File: src/rtl/conv_enc_packer.sv
`default_nettype none
// ============================================================================
// Module      : conv_enc_packer
// Description : Rate-1/2 convolutional encoder with a symbol packer.
//               Each accepted DATA_W-bit word is encoded LSB first, one bit
//               per clock, and the DATA_W symbol pairs are packed into one
//               2*DATA_W-bit output word. Pair i sits at [2i+1:2i] with
//               [2i]=c0 and [2i+1]=c1. Encoder memory carries across words
//               and is cleared by reset or at frame end.
// Ports       : clk, rst          - clock, synchronous active-high reset
//               in_data/in_valid/in_last/in_ready - input word handshake
//               out_data/out_valid/out_ready      - packed output handshake
// Config      : `define CONV_ENC_TAIL_EN to flush the encoder after a frame
//               with an extra all-zero-input tail word. Without it, the
//               encoder memory is simply cleared at frame end.
// Revision    : 1.0 - initial release
// ============================================================================
module conv_enc_packer #(
    parameter int             DATA_W = 8,
    parameter int             K      = 3,
    parameter logic [K-1:0]   G0     = 3'b111,
    parameter logic [K-1:0]   G1     = 3'b101
) (
    input  logic                  clk,
    input  logic                  rst,
    input  logic [DATA_W-1:0]     in_data,
    input  logic                  in_valid,
    input  logic                  in_last,
    output logic                  in_ready,
    output logic [2*DATA_W-1:0]   out_data,
    output logic                  out_valid,
    input  logic                  out_ready
);

    localparam int                 c_CNT_W    = (DATA_W > 1) ? $clog2(DATA_W) : 1;
    localparam logic [c_CNT_W-1:0] c_CNT_LAST = c_CNT_W'(DATA_W - 1);

    localparam logic [1:0] c_ST_IDLE  = 2'd0;
    localparam logic [1:0] c_ST_SHIFT = 2'd1;
    localparam logic [1:0] c_ST_OUT   = 2'd2;
`ifdef CONV_ENC_TAIL_EN
    localparam logic [1:0] c_ST_TAIL  = 2'd3;
`endif

    logic [1:0]            r_state;
    logic [1:0]            w_state_nxt;
    logic [DATA_W-1:0]     r_word;
    logic [c_CNT_W-1:0]    r_cnt;
    logic [K-2:0]          r_mem;
    logic [K-2:0]          w_mem_nxt;
    logic                  r_tail_pend;
    logic [2*DATA_W-1:0]   r_pack;
    logic [2*DATA_W-1:0]   w_pack_nxt;
    logic [2*DATA_W-1:0]   r_out_data;
    logic                  r_out_valid;

    logic                  w_shift_en;
    logic                  w_accept;
    logic                  w_release;
    logic                  w_last_bit;
    logic                  w_bit;
    logic [K-1:0]          w_win;
    logic                  w_c0;
    logic                  w_c1;

    // ------------------------------------------------------------------------
    // Encoder core: window holds the current bit at [0] and older bits above.
    // ------------------------------------------------------------------------
    assign w_last_bit = (r_cnt == c_CNT_LAST);
    assign w_bit      = (r_state == c_ST_SHIFT) ? r_word[r_cnt] : 1'b0;
    assign w_win      = {r_mem, w_bit};
    assign w_c0       = ^(w_win & G0);
    assign w_c1       = ^(w_win & G1);

    generate
        if (K == 2) begin : g_mem_k2
            assign w_mem_nxt = w_bit;
        end else begin : g_mem_kn
            assign w_mem_nxt = {r_mem[K-3:0], w_bit};
        end
    endgenerate

    // The final pair is merged combinationally so the complete word can load
    // into out_data on the same edge that encodes the last bit.
    always_comb begin
        w_pack_nxt = r_pack;
        w_pack_nxt[{r_cnt, 1'b0} +: 2] = {w_c1, w_c0};
    end

    // ------------------------------------------------------------------------
    // FSM: state register
    // ------------------------------------------------------------------------
    always_ff @(posedge clk) begin
        if (rst) begin
            r_state <= c_ST_IDLE;
        end else begin
            r_state <= w_state_nxt;
        end
    end

    // ------------------------------------------------------------------------
    // FSM: next-state logic
    // ------------------------------------------------------------------------
    always_comb begin
        w_state_nxt = r_state;
        case (r_state)
            c_ST_IDLE: begin
                if (in_valid) begin
                    w_state_nxt = c_ST_SHIFT;
                end
            end
            c_ST_SHIFT: begin
                if (w_last_bit) begin
                    w_state_nxt = c_ST_OUT;
                end
            end
            c_ST_OUT: begin
                if (out_ready) begin
`ifdef CONV_ENC_TAIL_EN
                    w_state_nxt = r_tail_pend ? c_ST_TAIL : c_ST_IDLE;
`else
                    w_state_nxt = c_ST_IDLE;
`endif
                end
            end
`ifdef CONV_ENC_TAIL_EN
            c_ST_TAIL: begin
                if (w_last_bit) begin
                    w_state_nxt = c_ST_OUT;
                end
            end
`endif
            default: begin
                w_state_nxt = c_ST_IDLE;
            end
        endcase
    end

    // ------------------------------------------------------------------------
    // FSM: state-decoded controls (in_ready depends on state only)
    // ------------------------------------------------------------------------
    always_comb begin
        in_ready   = (r_state == c_ST_IDLE);
        w_accept   = (r_state == c_ST_IDLE) && in_valid;
        w_release  = (r_state == c_ST_OUT) && out_ready;
`ifdef CONV_ENC_TAIL_EN
        w_shift_en = (r_state == c_ST_SHIFT) || (r_state == c_ST_TAIL);
`else
        w_shift_en = (r_state == c_ST_SHIFT);
`endif
    end

    // ------------------------------------------------------------------------
    // Datapath
    // ------------------------------------------------------------------------
    always_ff @(posedge clk) begin
        if (rst) begin
            r_word      <= '0;
            r_cnt       <= '0;
            r_mem       <= '0;
            r_tail_pend <= 1'b0;
            r_pack      <= '0;
            r_out_data  <= '0;
            r_out_valid <= 1'b0;
        end else begin
            if (w_accept) begin
                r_word      <= in_data;
                r_cnt       <= '0;
                r_tail_pend <= in_last;
            end

            if (w_shift_en) begin
                r_mem  <= w_mem_nxt;
                r_pack <= w_pack_nxt;
                if (w_last_bit) begin
                    r_cnt       <= '0;
                    r_out_data  <= w_pack_nxt;
                    r_out_valid <= 1'b1;
`ifdef CONV_ENC_TAIL_EN
                    // Tail word done: memory has been flushed by zero inputs.
                    if (r_state == c_ST_TAIL) begin
                        r_tail_pend <= 1'b0;
                    end
`endif
                end else begin
                    r_cnt <= r_cnt + c_CNT_W'(1);
                end
            end

            if (w_release) begin
                r_out_valid <= 1'b0;
`ifndef CONV_ENC_TAIL_EN
                // Frame end without a tail: restart the next frame from zero.
                if (r_tail_pend) begin
                    r_mem       <= '0;
                    r_tail_pend <= 1'b0;
                end
`endif
            end
        end
    end

    assign out_data  = r_out_data;
    assign out_valid = r_out_valid;

endmodule
`default_nettype wire

File: config.mk
export PLATFORM = sky130hd
export DESIGN_NAME = conv_enc_packer
export DESIGN_NICKNAME = d
export VERILOG_FILES = /design/src/rtl/conv_enc_packer.sv
export SDC_FILE = /design/constraint.sdc
export NUM_CORES = 1
export LEC_CHECK = 0
export ABC_AREA = 1
export BUFFER_PORTS_ARGS = -buffer_cell sky130_fd_sc_hd__buf_4
export CORE_ASPECT_RATIO = 0.75
export CORE_MARGIN = 1.5
export CORE_UTILIZATION = 55
export DETAILED_ROUTE_END_ITERATION = 8
export PLACE_DENSITY = 0.76
export SLEW_MARGIN = 20
export SYNTH_ARGS = -nofsm -noshare
export SYNTH_HDL_FRONTEND = slang
export SYNTH_SLANG_ARGS = --single-unit
File: constraint.sdc
create_clock -name clk -period 3.58 [get_ports clk]
set_input_delay 0.716 -clock clk [delete_from_list [all_inputs] [get_ports clk]]
set_output_delay 0.716 -clock clk [all_outputs]
set_load 0.02 [all_outputs]
# Word-level counts from Yosys, hierarchy flattened
# Cells that the tools add are included.
# word_totals
reg_bits,49
latchBits,0
ram_bits,0
mem_bits_ro,0
in_bits,13
output_inout_bits,18
mem_count,0
# classes
add_sub_neg,2
mul,0
div_mod_pow,0
n_lt_le_gt_ge,1
n_eq_ne,6
shift,2
mux,17
n_bitwise,0
reduce_logical,9
# ops
operator,n
$bwmux 16,1
$shift 2x6->16 const A,1
$shiftx 2x6->16,1
$mux 2,6
$mux 3,3
$neg 4->6,1
$pmux 2 s3,1
$reduce_xor 3->1,2
$mux 1,5
$lt 3x4->1 const B,1
$ne 2x2->1 const B,2
$add 3x1->3 const B,1
$bmux 1 s3,1
$eq 3x3->1 const B,1
$reduce_and 3->1,1
$eq 2x1->1 const B,1
$eq 2x2->1 const B,1
$logic_and 1x1->1,2
$logic_not 2->1,1
$ne 2x1->1 const B,1
$reduce_and 2->1,1
$reduce_bool 2->1,1
$reduce_or 2->1,1

# Longest topological paths before layout
# Gate-level depths: netlist of run 1.
# logic_depth
ltp_word,6
depth_mapped,12
ltp_nobuf,11

# Worst setup path after synthesis of run 1
# No wires, ideal clock.
# synth_path
path_type,register -> register
start,register r_cnt[0]
end,register r_pack[4]
setup_ps,119
arrival_ps,1778
required_time_ps,3461
slack_ps,1682
stages_incl_launch_ff,11
synth_period_minus_slack_ps,1898
cell_sequence,dfxtp_1 > inv_2 > buf_6 > ha_1 > ha_1 > clkbuf_2 > nand2_2 > nor2_1 > or2_2 > nand2_1 > a21oi_1
# synth_via
elab_chain_len,6
word_cells_on_any_way,9
# synth_rtl
element,line_no,source
from (decl),48,logic [c_CNT_W-1:0] r_cnt;
from (signal assigned),186,r_cnt <= r_cnt + c_CNT_W'(1);
$bmux 1 s3,70,assign w_bit = (r_state == c_ST_SHIFT) ? r_word[r_cnt] : 1'b0;
$mux 1 (implied by the code),70,
$mux 1,70,
"$reduce_xor 3->1, on equally long branches","72, 73",
$shiftx 2x6->16,87,"w_pack_nxt[{r_cnt, 1'b0} +: 2] = {w_c1, w_c0};"
$bwmux 16 *,87,
to (signal assigned),174,r_pack <= w_pack_nxt;
to (decl),52,logic [2*DATA_W-1:0] r_pack;
# Mark *: on every way between the ends. The rest lies on a longest branch, timed or not. The select of a mux whose other input is x is not followed.
# A chain may end at the register's enable or synchronous reset.

# Worst setup path in the final report of run 1
# layout_path
start,register r_cnt[0]
end,"register r_out_data[5], in the netlist out_data[5]"
# layout_via
elab_chain_len,6
word_cells_on_any_way,11
# layout_rtl
element,line_no,source
$bmux 1 s3,70,
$mux 1 (implied by the code),70,
$mux 1,70,
"$reduce_xor 3->1, on equally long branches","72, 73",
$shiftx 2x6->16,87,
$bwmux 16,87,
to (signal assigned),177,r_out_data <= w_pack_nxt;
to (decl),54,logic [2*DATA_W-1:0] r_out_data;
# Several ways; a longest one is shown, not always the timed one. The select of a mux whose other input is x is not followed.

==> metrics.md, run 1 <==
| Metric | Value |
|---|---|
| Status | finished clean |
| Synth Area in Simple Gates | roughly a third |
| # placed instances | 389 |
| Clock-pin slew of the registers on the worst-case setup and hold paths | ~0.10 ns |
| Synth warn | 0 |
| GRT met2 Usage | 35.3% |
| Max_slew headroom | a little under 40% |
| Synth Register Bits | 49 |
| Hold EP | r_word[4] |
| Cells on worst reg2reg path | 8 |
| Layout net count | about 360 |
| Unrepaired setup endpoints after global routing | false |
| Synth Area in Compound Gates | between 15 and 20% |
| Final Slew Violations | 0 |
| Placed Area | roughly 2700 sq um |
| Via count | between 2,000 and 2,500 |
| CTS root buf | clkbuf_8 |
| Hold path depth | 2 |
| Peak supply drop | about 0.3 mV |
| Arrival time at the worst endpoint | 2.41 ns |
| Period minus WS final | approximately 2.2 ns |
| I/O pin cnt | 31 |
| Post-Syn Instances | about 320 |
| Post-synth design cell area | around 2500 sq um |
| CP Class | reg -> reg |
| TritonCTS clock tree | built |
| Iter 0 DRT Violations | ~130 |
| Synth Flop Type | dfxtp_1 |
| Die height | about 61 microns |
| Final setup vio count | 0 |
| Met1 usage | 31.6% |
| End of the worst register-to-register path | out_data[5] |
| Final Cycle Share | roughly three fifths |
| Post-synthesis mux area share | 0% |
| Gp weighted congestion | 0.836 |
| Clock Skews | around 0.0065 ns |
| Largest net degree at the start of global routing | 40 |
| Core ar. | around 4200 sq um |
| HPWL after DPL | between 3 and 4 mm |
| # DRC | 0 |
| Grt total ovfl | 0 |
| Hold Fails Final Rpt | 0 |
| Total clock sinks | 49 |
| Ant. Diodes | 0 |
| First-pass GRT wire length | ~8.5 mm |
| Starting Density | about three fifths |
| Post-synthesis sequential area ratio | about two fifths |
| PnR Total Power | between 1 and 1.5 mW |
| Worst Setup End Kind | register |
| Finished Layout Cells | between 300 and 400 |
| FF-to-FF Start | r_cnt[0] |
| Vias in the first global route | about 1,900 |
| Hold buffers post-CTS | 0 |
| Synth unique cells | 33 |
| Largest family of logic cells by synthesized area | simple AND/OR/NAND/NOR gates |
| Post-cts resize count | 0 |
| CTS Buffer Depth | 2 |
| GRT Max-Usage Layer | met2 |
| Post-Synth Adder-Cell Area | between 2 and 2.5% |
| EDFF count, synth | 0 |
| FFs w/ async S/R, synth | 0% |
| Num CTS Buffers | 5 |
| GRT Util Overall | between 20% and 30% |
| Xor/xnor share of the synthesized area | 0.354% |
| Vias per Instance | 5.20 |
| Post-Layout Inst Area | between 2000 and 3000 sq um |
| H-tree Lvls | 2 |
| Site Rows | 20 |
| R2R Setup Slk | around 1.4 ns |
| Leak | 1.26 nW |
| Final wirelength | roughly 4.9 mm |
| Pwr/cell area | approximately 440 nW/um^2 |
| Post-CTS setup buffer count | 0 |
| Die area | 4910 sq um |
| Area growth syn-to-layout | 14.6% |
| Average wire per standard cell | around 12 microns |
| Worst Tran Pin Value | between 0.9 and 1 ns |
| PortBufs | 30 |
| Die Wd | slightly above 80 microns |
| Worst Hold Launch | r_word[4] |
| ANT nets after route | 0 |
| Max FO, Critical Path | 12 |
| Mapped Nets | between 300 and 400 |
| Max Cap Violations | 0 |
| HP Class | reg -> reg |
| Setup TNS | 0 ns |
| Clock Latency Late Sink | approximately 0.3 ns |
| CP Launch Type | register |
| Drt first pass iters | 4 |
| Avg Inst Size Synth | about 7.8 sq um |
| F_max | between 400 and 500 MHz |
| Met3 usage | about 4.7% |
| Share of cells above drive strength 1 | a little over a fifth |
| CP Data Required Time | 3.79 ns |
| Initial antenna violation count | 0 |
-- synth_stat cells (3+ instances only) --
library cell,count,area [sq um]
clkbuf_1,5,18.8
buf_6,3,33.8
nand3_1,28,140
nand3_2,10,100
a211oi_1,3,22.5
nand2_1,42,158
dfxtp_1,49,981
o21ai_0,30,150
nand3_4,4,70.1
a21oi_1,30,150
ha_1,4,50.1
or2_1,6,37.5
nor2_1,24,90.1
inv_1,40,150
o21a_1,8,60.1
nor3_2,3,30.0
inv_2,4,15.0
-- logic make-up after synthesis --
| group | count (synthesis) |
|---|---|
| XOR/XNOR | 1 |
| flip-flops | 49 |
| buffers and inverters | 58 |
| AO/OA/AOI/OAI | 72 |
| AND/OR/NAND/NOR | 132 |
| adder cells (fa/ha/maj) | 4 |
-- area by class of cell --
class	count	area, sq um
clock inverter	3	68.8
inverter	44	165
clock buffer	5	68.8
sequential	49	981
tap	55	68.8
fill	372	1350
timing repair buffer	32	240
multi-input combinational	209	1240
-- critical path, cell delays in order, from the launching register on --
cell and delay, ns:
dfxtp_1 0.47, inv_2 0.19, ha_1 0.24, ha_1 0.46, nand2_2 0.15, o21ai_0 0.31, nand3_1 0.14, nand2_1 0.10
inv_1 0.04
-- layer usage --
layer / part of all wire [%] / vias up
li1: - / 1085
met1: 49 / 931
met2: 44 / 43
met3: 5.8 / 4
met4: 0.78 / 0
met5: 0 / -
-- worst max path at each step --
stage | from | end | slack [ns] | cells past startpoint
detailed placement | r_cnt[0] | out_data[13] | 1.45 | 11
CTS | r_state[0] | out_data[6] | 1.41 | 7
finish | r_cnt[0] | out_data[5] | 1.38 | 8
global placement | r_cnt[0] | out_data[9] | 1.50 | 10
floorplan | r_cnt[0] | r_pack[4] | 1.68 | 10
global route | r_cnt[0] | out_data[13] | 1.17 | 11
-- power by group --
part,switching (mW),total [mW],internal (mW)
logic,0.135,0.205,0.0704
registers,0.0147,0.588,0.574
clock network,0.186,0.467,0.281
total,0.335,1.26,0.925
-- stage by stage --
stage / setup WS, ns / util, % / hold WS, ns
floorplan: 1.68 / - / 0.429
global placement: 1.50 / 64.5 / 0.444
detailed placement: 1.45 / 64.5 / 0.444
CTS: 1.41 / 67.8 / 0.457
global route: 1.17 / 67.8 / 0.478
finish: 1.38 / 67.8 / 0.457
-- sequential cells by signal (all words and copies together), names as in the netlist --
register / cells
out_data: 16
out_valid: 1
r_cnt: 3
r_mem: 2
r_pack: 16
r_state: 2
r_tail_pend: 1
r_word: 8
-- cells in the final DEF, fill, tap and decap left out, types with 5 or more instances in the layout --
cell	count
a21oi_1	30
buf_4	32
clkbuf_8	5
dfxtp_1	49
inv_1	40
nand2_1	42
nand3_1	28
nand3_2	10
nor2_1	24
o21a_1	8
o21ai_0	30
or2_1	6
No activity file was read; power rests on OpenSTA's default activity.
==> run 2: changes to the inputs <==
Settings changed: ABC_AREA 1 to 0, CORE_UTILIZATION 55 to 52, PLACE_DENSITY 0.76 to 0.75.
Clock period 3.58 ns to 1.85 ns, I/O delays scaled along.
==> run 2 against run 1 <==
The flow now finishes with violations (negative setup slack). Critical path depth is 1 higher. Clock-buffer cell count rose by 1. Maximum frequency down 2.8%. Via count increased by 42%. Final area is 34% higher. Worst setup slack got worse by 1.8 ns. Sequential cell count did not move. Combinational power grew 130%. Sequential share of layout area shrank 8.6 points. Core utilization up 15 points. Global-route usage rose by 6.8 points. Critical path type unchanged. Highest routed layer unchanged.
==> metrics.md, run 2 <==
| Metric | Value |
|---|---|
| R2R Setup Slk | -0.41 ns (-1.79 ns) |
| Post-synth top area cell | dfxtp_1 |
| Share of cells above drive strength 1 | 44.9% (+23 points) |
| Iter 0 DRT Violations | 402 (+220%) |
| Vias per Instance | 6.66 (+28%) |
| Finished Layout Cells | 440 (+11%) |
| Synth Flop Type | dfxtp_1 |
| Final wirelength | 9.30 mm (+90%) |
| # fillers | 266 (-28%) |
| Peak supply drop | 0.567 mV (+93%) |
| Sw power | 666 uW (+99%) |
| Worst setup endpoint | out_data[8] |
| Max Cap Violations | 0 (unchanged) |
| Final Slew Violations | 0 (unchanged) |
| GRT Util Overall | 29.3% (+6.8 points) |
| FF-to-FF Start | r_cnt[1] |
| Switching Share | 28.3% (+1.7 points) |
| F_max | 442 MHz (-2.8%) |
| Cells on worst reg2reg path | 9 (+1) |
| Post-synth top cells | dfxtp_1, nor2_1, nand2_1 |
| Unrepaired setup endpoints after global routing | true |
| Commonest cells after routing, fill and taps aside | buf_4, dfxtp_1, nand2_1, nor2_1, a21oi_1 |
| Ant. Diodes | 0 (unchanged) |
| Cell mode on critical path | ha_4 |
| Setup TNS | -6.45 ns (-6.45 ns) |
| Period minus WS final | 2.26 ns (+0.0638 ns) |
| Max_slew headroom | 61.2% (+22 points) |
| Comb pwr share | 20.3% (+4.0 points) |
| End of the worst register-to-register path | out_data[8] |
| Drt first pass iters | 5 (+1) |
| Hold slack | 0.304 ns (-0.153 ns) |
| PnR Total Power | 2.35 mW (+87%) |
| Mapped Nets | 319 (-4.2%) |
| Clk pwr share | 33.2% (-3.9 points) |
| Worst Setup End Kind | register |
| # placed instances | 418 (+7.5%) |
| Area of the multi-input gates | 1830 sq um (+47%) |
| Area growth syn-to-layout | 47.5% |
| Status | complete, but fails checks |
| Post-Syn Instances | 302 (-4.4%) |
| CTS Buffer Depth | 2 (unchanged) |
| Post-synthesis sequential area ratio | 38.2% (-1.5 points) |
| Int Pwr | 1.68 mW (+82%) |
| # DRC | 0 (unchanged) |
| Crit path largest cell delay | 0.37 ns (-0.10 ns) |
| First-pass GRT wire length | 12.5 mm (+47%) |
| Avg Inst Size Synth | 8.51 sq um (+8.8%) |
| Arrival time at the worst endpoint | 2.48 ns (+0.07 ns) |
| Max FO, Critical Path | 4 (-8) |
| Synth Register Bits | 49 (unchanged) |
| Leak | 1.31 nW (+3.8%) |
| Post-Layout Inst Area | 3790 sq um (+34%) |
| Synth top area share | 38.2% (-1.5 points) |
| Commonest non-fill, non-tap cell in the layout | buf_4 |
| Num CTS Buffers | 5 (unchanged) |
| Vias in the first global route | 2,520 (+35%) |
| Placed Area | 3250 sq um (+20%) |
| TritonCTS clock tree | built |
| Post-synth design cell area | 2570 sq um (+3.9%) |
| CP Data Required Time | 2.07 ns (-1.72 ns) |
| Crit path cell chain | inv_2, ha_4, ha_4, nor2b_4, nand3b_1, buf_4, a221oi_2, nor2_1, a211oi_1 |
| CP Class | reg -> reg |
| Initial antenna violation count | 0 (unchanged) |
| Die height | 63.9 microns (+4.6%) |
| CP Launch Type | register |
| Average wire per standard cell | 21.1 microns (+71%) |
| CP Launch Point | r_cnt[1] |
| Gp weighted congestion | 1.01 (+21%) |
| HPWL after DPL | 5.31 mm (+53%) |
| Layout net count | 399 (+11%) |
| FFs w/ async S/R, synth | 0% (unchanged) |
| Synth warn | 0 (unchanged) |
| Die area | 5380 sq um (+9.5%) |
| Main area contributors after synthesis | dfxtp_1, nor2_1, a211oi_1 |
| Largest net degree at the start of global routing | 38 (-5.0%) |
| Hold Fails Final Rpt | 0 (unchanged) |
| Util after Layout | 82.4% (+15 points) |
| Via count | 2,930 (+42%) |
| Starting Density | 55.9% (-3.3 points) |
| HP Class | in -> reg |
| Worst Tran Pin Value | 0.582 ns (-0.324 ns) |
| ANT nets after route | 0 (unchanged) |
| Register area | 987 sq um (+0.64%) |
| Final Cycle Share | 122% (+61 points) |
| Total clock sinks | 49 (unchanged) |
| H-tree Lvls | 2 (unchanged) |
| Sequential power share | 46.5% (-0.2 points) |
| Site Rows | 21 (+5.0%) |
| Synth unique cells | 45 (+36%) |
| Hold buffers post-CTS | 0 (unchanged) |
| Setup WS post-layout | -0.412 ns (-1.79 ns) |
| Die Wd | 84.2 microns (+4.7%) |
| PortBufs | 30 (unchanged) |
| Pwr/cell area | 620 nW/um^2 (+39%) |
| Clock Skews | 0.0104 ns (+0.00391 ns) |
| CTS root buf | clkbuf_8 |
| Grt total ovfl | 0 (unchanged) |
| Final setup vio count | 32 (+32) |
| DP Worst Slack | -0.215 ns (-1.67 ns) |
| Violated checks | negative setup slack |
| I/O pin cnt | 31 (unchanged) |
| Slowest-stage cell, CP | dfxtp_2 |
| EDFF count, synth | 0 (unchanged) |
| Clock-pin slew of the registers on the worst-case setup and hold paths | 0.10 ns (about the same) |
| Most frequent cell after synthesis | dfxtp_1 |
| Core ar. | 4600 sq um (+10%) |
| Clock Latency Late Sink | 0.31 ns (about the same) |
[run 2: worst min-delay path by stage]
stage / from / endpoint / slack, ns / cells past startpoint
6_report: in_last / r_tail_pend / 0.30 / 3
5_1_grt: in_data[2] / r_word[2] / 0.33 / 3
4_1_cts: in_data[2] / r_word[2] / 0.30 / 3
3_5_place_dp: r_word[3] / r_word[3] / 0.45 / 2
3_3_place_gp: r_word[3] / r_word[3] / 0.45 / 2
2_1_floorplan: r_word[6] / r_word[6] / 0.43 / 2
[run 2: area by class of cell]
class	count	share of cell area [%]
multi-input cells	226	48.2
flip-flops and latches	49	26.0
repair buffers	95	20.4
clock buffers	6	1.91
well taps	57	1.88
clock inverters	2	1.02
inverters	5	0.561
[run 2: cell families (layout without fill, tap and decap cells)]
kind of cell / after synthesis / in the layout / share of synthesized area, %
AND/OR/NAND/NOR: 129 / 129 / 26.0
multiplexers: 3 / 3 / 1.66
AO/OA/AOI/OAI: 89 / 90 / 27.1
flip-flops: 49 / 49 / 38.2
adder cells (fa/ha/maj): 4 / 4 / 1.95
buffers and inverters: 28 / 108 / 5.16
[run 2: power by group through the flow]
stage / registers, mW / clock network [mW] / logic (mW)
6_report: 1.09 / 0.780 / 0.478
5_1_grt: 1.09 / 0.812 / 0.498
4_1_cts: 1.09 / 0.778 / 0.392
3_5_place_dp: 1.11 / 0 / 0.334
3_3_place_gp: 1.11 / 0 / 0.326
2_1_floorplan: 1.11 / 0 / 0.212
[run 2: what timing repair did]
action | CTS | global route
setup endpoints to repair | 32 | 32
pin swaps | 13 | 20
resized for setup | 42 | 28
setup buffers | 7 | 6
gates cloned | 0 | 1
[run 2: critical path, delay by kind of cell, from the launching register on]
kind	cells	cell delay [ns]
adder cells (fa/ha/maj)	2	0.47
AO/OA/AOI/OAI	2	0.48
flip-flops	1	0.37
buffers and inverters	2	0.29
AND/OR/NAND/NOR	3	0.56
[run 2: routing by layer]
layer / global-route usage, % / up-vias / part of all wire, % / wire [microns]
met3: 6.59 / 42 / 12 / 1080
met2: 45.7 / 214 / 43 / 4040
met4: 6.76 / 0 / 3.4 / 315
met1: 41.5 / 1378 / 42 / 3870
li1: - / 1296 / - / -
met5: 0 / - / 0 / 0
